$ cat src/rtl/time_fmt_pkg.sv
// time_fmt_pkg: shared definitions for the BCD time formatting path.
//   - Field-slice localparams for the 20-bit BCD time word (HT_MSB..SU_LSB).
//   - bcd_time_t: packed struct of the six BCD digits, same layout as the word.
//   - BLANK_DIGIT: hour-tens code the display decoder renders as blank.
//   - is_legal_time(): legality check of a 24 h BCD time word.
package time_fmt_pkg;

    localparam int unsigned HT_MSB = 19;
    localparam int unsigned HT_LSB = 18;
    localparam int unsigned HU_MSB = 17;
    localparam int unsigned HU_LSB = 14;
    localparam int unsigned MT_MSB = 13;
    localparam int unsigned MT_LSB = 11;
    localparam int unsigned MU_MSB = 10;
    localparam int unsigned MU_LSB = 7;
    localparam int unsigned ST_MSB = 6;
    localparam int unsigned ST_LSB = 4;
    localparam int unsigned SU_MSB = 3;
    localparam int unsigned SU_LSB = 0;

    localparam logic [1:0] BLANK_DIGIT = 2'b11;

    typedef struct packed {
        logic [1:0] ht;
        logic [3:0] hu;
        logic [2:0] mt;
        logic [3:0] mu;
        logic [2:0] st;
        logic [3:0] su;
    } bcd_time_t;

    function automatic logic is_legal_time(input logic [19:0] w);
        logic [1:0] ht;
        logic [3:0] hu;
        logic [2:0] mt;
        logic [3:0] mu;
        logic [2:0] st;
        logic [3:0] su;
        ht = w[HT_MSB:HT_LSB];
        hu = w[HU_MSB:HU_LSB];
        mt = w[MT_MSB:MT_LSB];
        mu = w[MU_MSB:MU_LSB];
        st = w[ST_MSB:ST_LSB];
        su = w[SU_MSB:SU_LSB];
        return !((ht > 2'd2) || (hu > 4'd9) || ((ht == 2'd2) && (hu > 4'd3)) ||
                 (mt > 3'd5) || (mu > 4'd9) || (st > 3'd5) || (su > 4'd9));
    endfunction

endpackage

$ cat src/rtl/time_fmt_pipe_hour_24to12.sv
// hour_24to12: combinational 24 h -> 12 h hour converter.
//   hour_tens, hour_units   : legal BCD hour 00..23
//   hour12_tens, hour12_units: BCD hour 01..12
//   pm                      : 1 for hours 12..23
// Output is meaningless for illegal input hours; callers gate on legality.
module hour_24to12 (
    input  logic [1:0] hour_tens,
    input  logic [3:0] hour_units,
    output logic [1:0] hour12_tens,
    output logic [3:0] hour12_units,
    output logic       pm
);

    logic [4:0] hour;
    logic [4:0] hour12;

    always_comb begin
        hour = 5'(hour_tens) * 5'd10 + 5'(hour_units);
        pm   = (hour >= 5'd12);
        if (hour == 5'd0) begin
            hour12 = 5'd12;
        end else if (hour > 5'd12) begin
            hour12 = hour - 5'd12;
        end else begin
            hour12 = hour;
        end
        if (hour12 >= 5'd10) begin
            hour12_tens  = 2'd1;
            hour12_units = 4'(hour12 - 5'd10);
        end else begin
            hour12_tens  = 2'd0;
            hour12_units = hour12[3:0];
        end
    end

endmodule

$ cat src/rtl/time_fmt_pipe.sv
// time_fmt_pipe: two-stage, multi-channel 12/24 h BCD time formatter.
// Optional feature macro: LEAD_ZERO_BLANK_EN (blank a leading-zero hour tens digit).
// Ports:
//   clk, reset (sync, active-low)
//   mode12_24[N_CH] : per-channel mode, 1 = 12 h AM/PM, 0 = 24 h
//   in_valid/in_ready, in_ch, in_time   : input word handshake
//   out_valid/out_ready, out_ch, out_time, out_pm, out_err : output handshake
//   err_cnt         : saturating count of illegal words entering stage 2
// Stage 1 captures the word, its channel mode and legality; stage 2 holds the
// formatted result and acts as the output register.
module time_fmt_pipe
    import time_fmt_pkg::*;
#(
    parameter int unsigned N_CH      = 2,
    parameter int unsigned ERR_CNT_W = 8,
    localparam int unsigned CH_W     = (N_CH > 1) ? $clog2(N_CH) : 1
) (
    input  logic                 clk,
    input  logic                 reset,
    input  logic [N_CH-1:0]      mode12_24,
    input  logic                 in_valid,
    output logic                 in_ready,
    input  logic [CH_W-1:0]      in_ch,
    input  logic [19:0]          in_time,
    output logic                 out_valid,
    input  logic                 out_ready,
    output logic [CH_W-1:0]      out_ch,
    output logic [19:0]          out_time,
    output logic                 out_pm,
    output logic                 out_err,
    output logic [ERR_CNT_W-1:0] err_cnt
);

`ifdef LEAD_ZERO_BLANK_EN
    localparam bit LeadBlank = 1'b1;
`else
    localparam bit LeadBlank = 1'b0;
`endif

    localparam int unsigned NIdx = 1 << CH_W;

    logic                 s1_full_q;
    logic [CH_W-1:0]      s1_ch_q;
    bcd_time_t            s1_time_q;
    logic                 s1_mode_q;
    logic                 s1_legal_q;

    logic                 out_valid_q;
    logic [CH_W-1:0]      out_ch_q;
    logic [19:0]          out_time_q;
    logic                 out_pm_q;
    logic                 out_err_q;
    logic [ERR_CNT_W-1:0] err_cnt_q;

    logic                 s2_adv;
    logic                 s1_adv;
    logic                 s1_load;

    // Mode and channel-valid tables padded to the full index range so an
    // out-of-range tag reads mode 0 and is flagged illegal.
    logic [NIdx-1:0]      mode_ext;
    logic [NIdx-1:0]      ch_ok;
    logic                 in_mode;
    logic                 in_legal;

    logic [1:0]           h12_tens;
    logic [3:0]           h12_units;
    logic                 h12_pm;
    bcd_time_t            fmt_time;
    logic                 fmt_pm;

    assign s2_adv   = !out_valid_q || out_ready;
    assign s1_adv   = s1_full_q && s2_adv;
    assign in_ready = reset && !(s1_full_q && out_valid_q && !out_ready);
    assign s1_load  = in_valid && in_ready;

    always_comb begin
        mode_ext = '0;
        ch_ok    = '0;
        for (int i = 0; i < int'(N_CH); i++) begin
            mode_ext[i] = mode12_24[i];
            ch_ok[i]    = 1'b1;
        end
    end

    assign in_mode  = mode_ext[in_ch];
    assign in_legal = ch_ok[in_ch] && is_legal_time(in_time);

    hour_24to12 u_hour_24to12 (
        .hour_tens    (s1_time_q.ht),
        .hour_units   (s1_time_q.hu),
        .hour12_tens  (h12_tens),
        .hour12_units (h12_units),
        .pm           (h12_pm)
    );

    // Illegal words pass through untouched with pm forced low.
    always_comb begin
        fmt_time = s1_time_q;
        fmt_pm   = 1'b0;
        if (s1_legal_q) begin
            if (s1_mode_q) begin
                fmt_time.ht = h12_tens;
                fmt_time.hu = h12_units;
                fmt_pm      = h12_pm;
            end
            if (LeadBlank && (fmt_time.ht == 2'd0)) begin
                fmt_time.ht = BLANK_DIGIT;
            end
        end
    end

    always_ff @(posedge clk) begin
        if (!reset) begin
            s1_full_q  <= 1'b0;
            s1_ch_q    <= '0;
            s1_time_q  <= '0;
            s1_mode_q  <= 1'b0;
            s1_legal_q <= 1'b0;
        end else if (s1_load) begin
            s1_full_q  <= 1'b1;
            s1_ch_q    <= in_ch;
            s1_time_q  <= bcd_time_t'(in_time);
            s1_mode_q  <= in_mode;
            s1_legal_q <= in_legal;
        end else if (s1_adv) begin
            s1_full_q  <= 1'b0;
        end
    end

    always_ff @(posedge clk) begin
        if (!reset) begin
            out_valid_q <= 1'b0;
            out_ch_q    <= '0;
            out_time_q  <= '0;
            out_pm_q    <= 1'b0;
            out_err_q   <= 1'b0;
            err_cnt_q   <= '0;
        end else begin
            if (s1_adv) begin
                out_valid_q <= 1'b1;
                out_ch_q    <= s1_ch_q;
                out_time_q  <= fmt_time;
                out_pm_q    <= fmt_pm;
                out_err_q   <= !s1_legal_q;
                if (!s1_legal_q && (err_cnt_q != '1)) begin
                    err_cnt_q <= err_cnt_q + ERR_CNT_W'(1);
                end
            end else if (out_ready) begin
                out_valid_q <= 1'b0;
            end
        end
    end

    assign out_valid = out_valid_q;
    assign out_ch    = out_ch_q;
    assign out_time  = out_time_q;
    assign out_pm    = out_pm_q;
    assign out_err   = out_err_q;
    assign err_cnt   = err_cnt_q;

endmodule

$ cat config.mk
export PLATFORM = sky130hd
export DESIGN_NAME = time_fmt_pipe
export DESIGN_NICKNAME = d
export VERILOG_FILES = /design/src/rtl/time_fmt_pkg.sv /design/src/rtl/time_fmt_pipe_hour_24to12.sv /design/src/rtl/time_fmt_pipe.sv
export SDC_FILE = /design/constraint.sdc
export NUM_CORES = 1
export LEC_CHECK = 0
export ABC_AREA = 1
export CORE_ASPECT_RATIO = 0.9
export CORE_MARGIN = 5
export CORE_UTILIZATION = 43
export CTS_CLUSTER_SIZE = 20
export DETAILED_ROUTE_END_ITERATION = 8
export PLACE_DENSITY = 0.71
export RECOVER_POWER = 50
export SKIP_LAST_GASP = 1
export SYNTH_ARGS = -nofsm -noshare
export SYNTH_HDL_FRONTEND = slang
export SYNTH_SLANG_ARGS = --single-unit
$ cat constraint.sdc
create_clock -name clk -period 6.4 [get_ports clk]
set_clock_uncertainty 0.2 [all_clocks]
set_input_delay 0.64 -clock clk [delete_from_list [all_inputs] [get_ports clk]]
set_output_delay 0.64 -clock clk [all_outputs]
set_load 0.05 [all_outputs]
==> impl_metrics.py <==
metrics = {
    "sta": {
        "hold_violations": 0,
        "rsz0062_at_grt": "false",
        "setup_tns_ps": 0,
        "clock.fmax_mhz": 218,
        "setup_viol": 0,
        "hold_slack_ps": 255,
        "relSlewSlack": -0.0516,
        "min_period_ps": 4590,
        "maxSlewViolCount": 42,
        "worst_pin_slew_ps": 1580,
        "post-route-period-util": 0.717,
    },
    "final_layout": {
        "syn2layout_area_growth_pct": 30.2,
        "nFillCells": 535,
        "nets": 407,
        "antenna_cells": 0,
        "final_layout_size_suffix_gt1_frac": 0.0726,
    },
    "drt": {
        "wl_per_cell_um": 12.7,
        "vias_per_cell": 4.97,
        "drt.antenna.violating_nets": 0,
        "vias": 2197,
        "drt_iter0_drc": 155,
        "firstDrtPassIters": 4,
        "drc": 0,
        "routed_wl_um": 5600,
    },
    "grt": {
        "overflow": 0,
        "antenna_found_initial": 0,
        "grt_pass1_vias": 2070,
        "grt_max_degree": 42,
        "grt_first_pass_wirelength_um": 9400,
        "grt_usage": 0.165,
    },
    "synthesis": {
        "ys_ff_latch": 56,
        "syn-instance-count": 318,
        "syn_area_per_cell_um2": 7.65,
        "yosysTopAreaCell": "dfxtp_1",
        "ys_seq_area_frac": 0.461,
        "synthesis.area_um2": 2430,
        "syn_nets": 352,
        "ys_types": 25,
        "yosys_warnings": 0,
        "yosysTopAreaCellShare": 0.461,
        "synth_top_cells_by_area": "dfxtp_1, o21ai_0, a21oi_1",
    },
    "power": {
        "ir_drop_v": 0.000131,
        "power_frac_comb": 0.231,
        "internal_power_uw": 546,
        "p_per_area_nw_per_um2": 247,
        "seq_power_share": 0.487,
        "p_clk_frac": 0.281,
        "leakagePower_uw": 0.00139,
        "switchingPower_uw": 235,
        "swShare": 0.301,
    },
    "die": {
        "start_util": 0.435,
        "die_h_um": 81.4,
        "fp.dieArea_um2": 7270,
        "row_count": 26,
        "num_io_pins": 60,
        "coreArea_um2": 5600,
        "die-width_um": 89.3,
    },
    "critical_path": {
        "endpoint": "in_ready",
        "r2r_end": "out_time[16]",
        "path_cells": "dlygate4sd3_1 -> clkbuf_1 -> inv_1 -> nor2_1 -> clkdlybuf4s50_1",
        "r2r_start": "s1_time_q[18]",
        "arrival_ps": 3750,
        "crit_fanout": 41,
        "crit_path_end_kind": "primary output",
        "rrSetupSlack_ps": 3390,
        "r2r_cells": 17,
        "critPathKind": "primary input to primary output",
        "worstSetupStartpointType": "primary input",
        "cp-startpoint": "reset",
        "cp.required_ps": 5560,
        "worst_path_largest_cell_delay_ps": 1140,
        "cp_slowest_cell": "clkbuf_1",
    },
    "clock_tree": {
        "cts_resized": 0,
        "clock_latency_ps": 310,
        "cts_max_path_buffers": 2,
        "cts_tree": "done",
        "cts-root-buf": "clkbuf_8",
        "post_cts_buffers": 0,
        "cts_hold_buf": 0,
        "clkSinkCount": 56,
        "cts_buffers": 5,
        "h-tree-depth": 2,
        "clkTransAtPathRegs_ps": 90,
    },
    "worst_hold_path": {
        "hold_class": "register to register",
    },
    "placed_design": {
        "dpl.hpwl_um": 4110,
        "place_congestion": 0.836,
        "portBuffers": 59,
    },
    "flow_run": {
        "maxCapViolCount": 1,
    },
    "status": {
        "outcome": "finished, violations left",
        "failed_checks": "capacitance limit, slew limit",
    },
}
cell usage after synthesis:
cell and count:
nand3_2 7, a21oi_2 1, o22ai_1 4, mux2i_1 1, nor2_1 20, nand2_1 39
inv_2 2, o21ai_0 48, inv_1 47, nor3_2 2, fa_1 1, a21oi_1 36
nor4_1 1, nand3_1 20, o21ai_2 1, dfxtp_1 56, clkbuf_1 11, nor2_2 1
a31oi_1 1, ha_1 6, nand2_4 1, o211ai_1 3, nand4_1 2, nand2_2 6
buf_2 1
through the flow:
| stage | cell area (um^2) | total power (uW) | setup slack (ps) | utilization | std cells |
|---|---|---|---|---|---|
| 6_report | 3170 | 782 | 1810 | 0.566 | 442 |
| 5_1_grt | 3170 | 824 | 1640 | 0.566 | 442 |
| 4_1_cts | 3170 | 793 | 2960 | 0.567 | 442 |
| 3_5_place_dp | 3070 | 574 | 2950 | 0.549 | 436 |
| 3_3_place_gp | 3070 | 570 | 2970 | 0.549 | 436 |
| 2_1_floorplan | 2430 | 515 | 3710 | - | 318 |
area by class of cell:
type	count	area, um^2	share of cell area
clock inverter	1	30.0	0.00948
tap	70	87.6	0.0276
inverter	49	184	0.0581
clock buffer	5	68.8	0.0217
sequential	56	1120	0.354
multi-input combinational	201	1080	0.342
timing repair buffer	60	594	0.188
routing by layer:
metal	track usage	wire [um]	share of wire
met1	0.233	2840	0.51
met2	0.247	2370	0.42
met3	0.0487	345	0.062
met4	0.0402	48	0.0086
met5	0	0	0
power by group through the flow:
| stage | Combinational (uW) | Clock (uW) | Sequential (uW) |
|---|---|---|---|
| after CTS | 185 | 227 | 382 |
| after global routing | 200 | 240 | 384 |
| after global placement | 181 | 0 | 389 |
| final | 181 | 220 | 381 |
| after floorplan | 91.1 | 0 | 424 |
| after detailed placement | 184 | 0 | 390 |
cells in the final DEF, fill, tap and decap left out:
cell	count
dfxtp_1	56
o21ai_0	48
inv_1	47
nand2_1	39
a21oi_1	36
dlygate4sd3_1	33
clkdlybuf4s50_1	26
nand3_1	20
nor2_1	20
nand3_2	7
nand2_2	6
ha_1	6
clkbuf_8	5
o22ai_1	4
o211ai_1	3
inv_2	2
nor3_2	2
nand4_1	2
nand2_4	1
nor2_2	1
o21ai_2	1
mux2i_1	1
a31oi_1	1
nor4_1	1
a21oi_2	1
fa_1	1
bufinv_16	1
clkbuf_1	1
worst min path at each step:
stage	start	end	slack, ps	cells after the start
floorplan	fmt_time[0]	out_time[0]	220	2
global placement	fmt_time[7]	out_time[7]	240	2
detailed placement	fmt_time[4]	out_time[4]	240	2
CTS	fmt_time[0]	out_time[0]	260	2
global route	fmt_time[1]	out_time[1]	290	2
finish	fmt_time[0]	out_time[0]	250	2
worst max-delay path, delay by kind of cell:
kind / cells / cell delay (ps)
buf+inv: 4 / 2830
simple gates: 1 / 260
cell families (layout without fill, tap and decap cells):
kind of cell	after synthesis	after routing	share of synthesized area
compound gates	94	94	0.202
mux	1	1	0.00411
simple gates	99	99	0.199
fa+ha+maj	7	7	0.0391
buf+inv	61	115	0.0946
flops	56	56	0.461
state kept, by name, indices dropped and copies added (netlist names):
| register | flops |
|---|---|
| s1_full_q | 1 |
| out_err | 1 |
| out_pm | 1 |
| out_time | 20 |
| s1_time_q | 6 |
| s1_legal_q | 1 |
| s1_ch_q | 1 |
| out_valid | 1 |
| out_ch | 1 |
| s1_mode_q | 1 |
| fmt_time | 14 |
| err_cnt | 8 |
(Power assumes the default switching activity.)
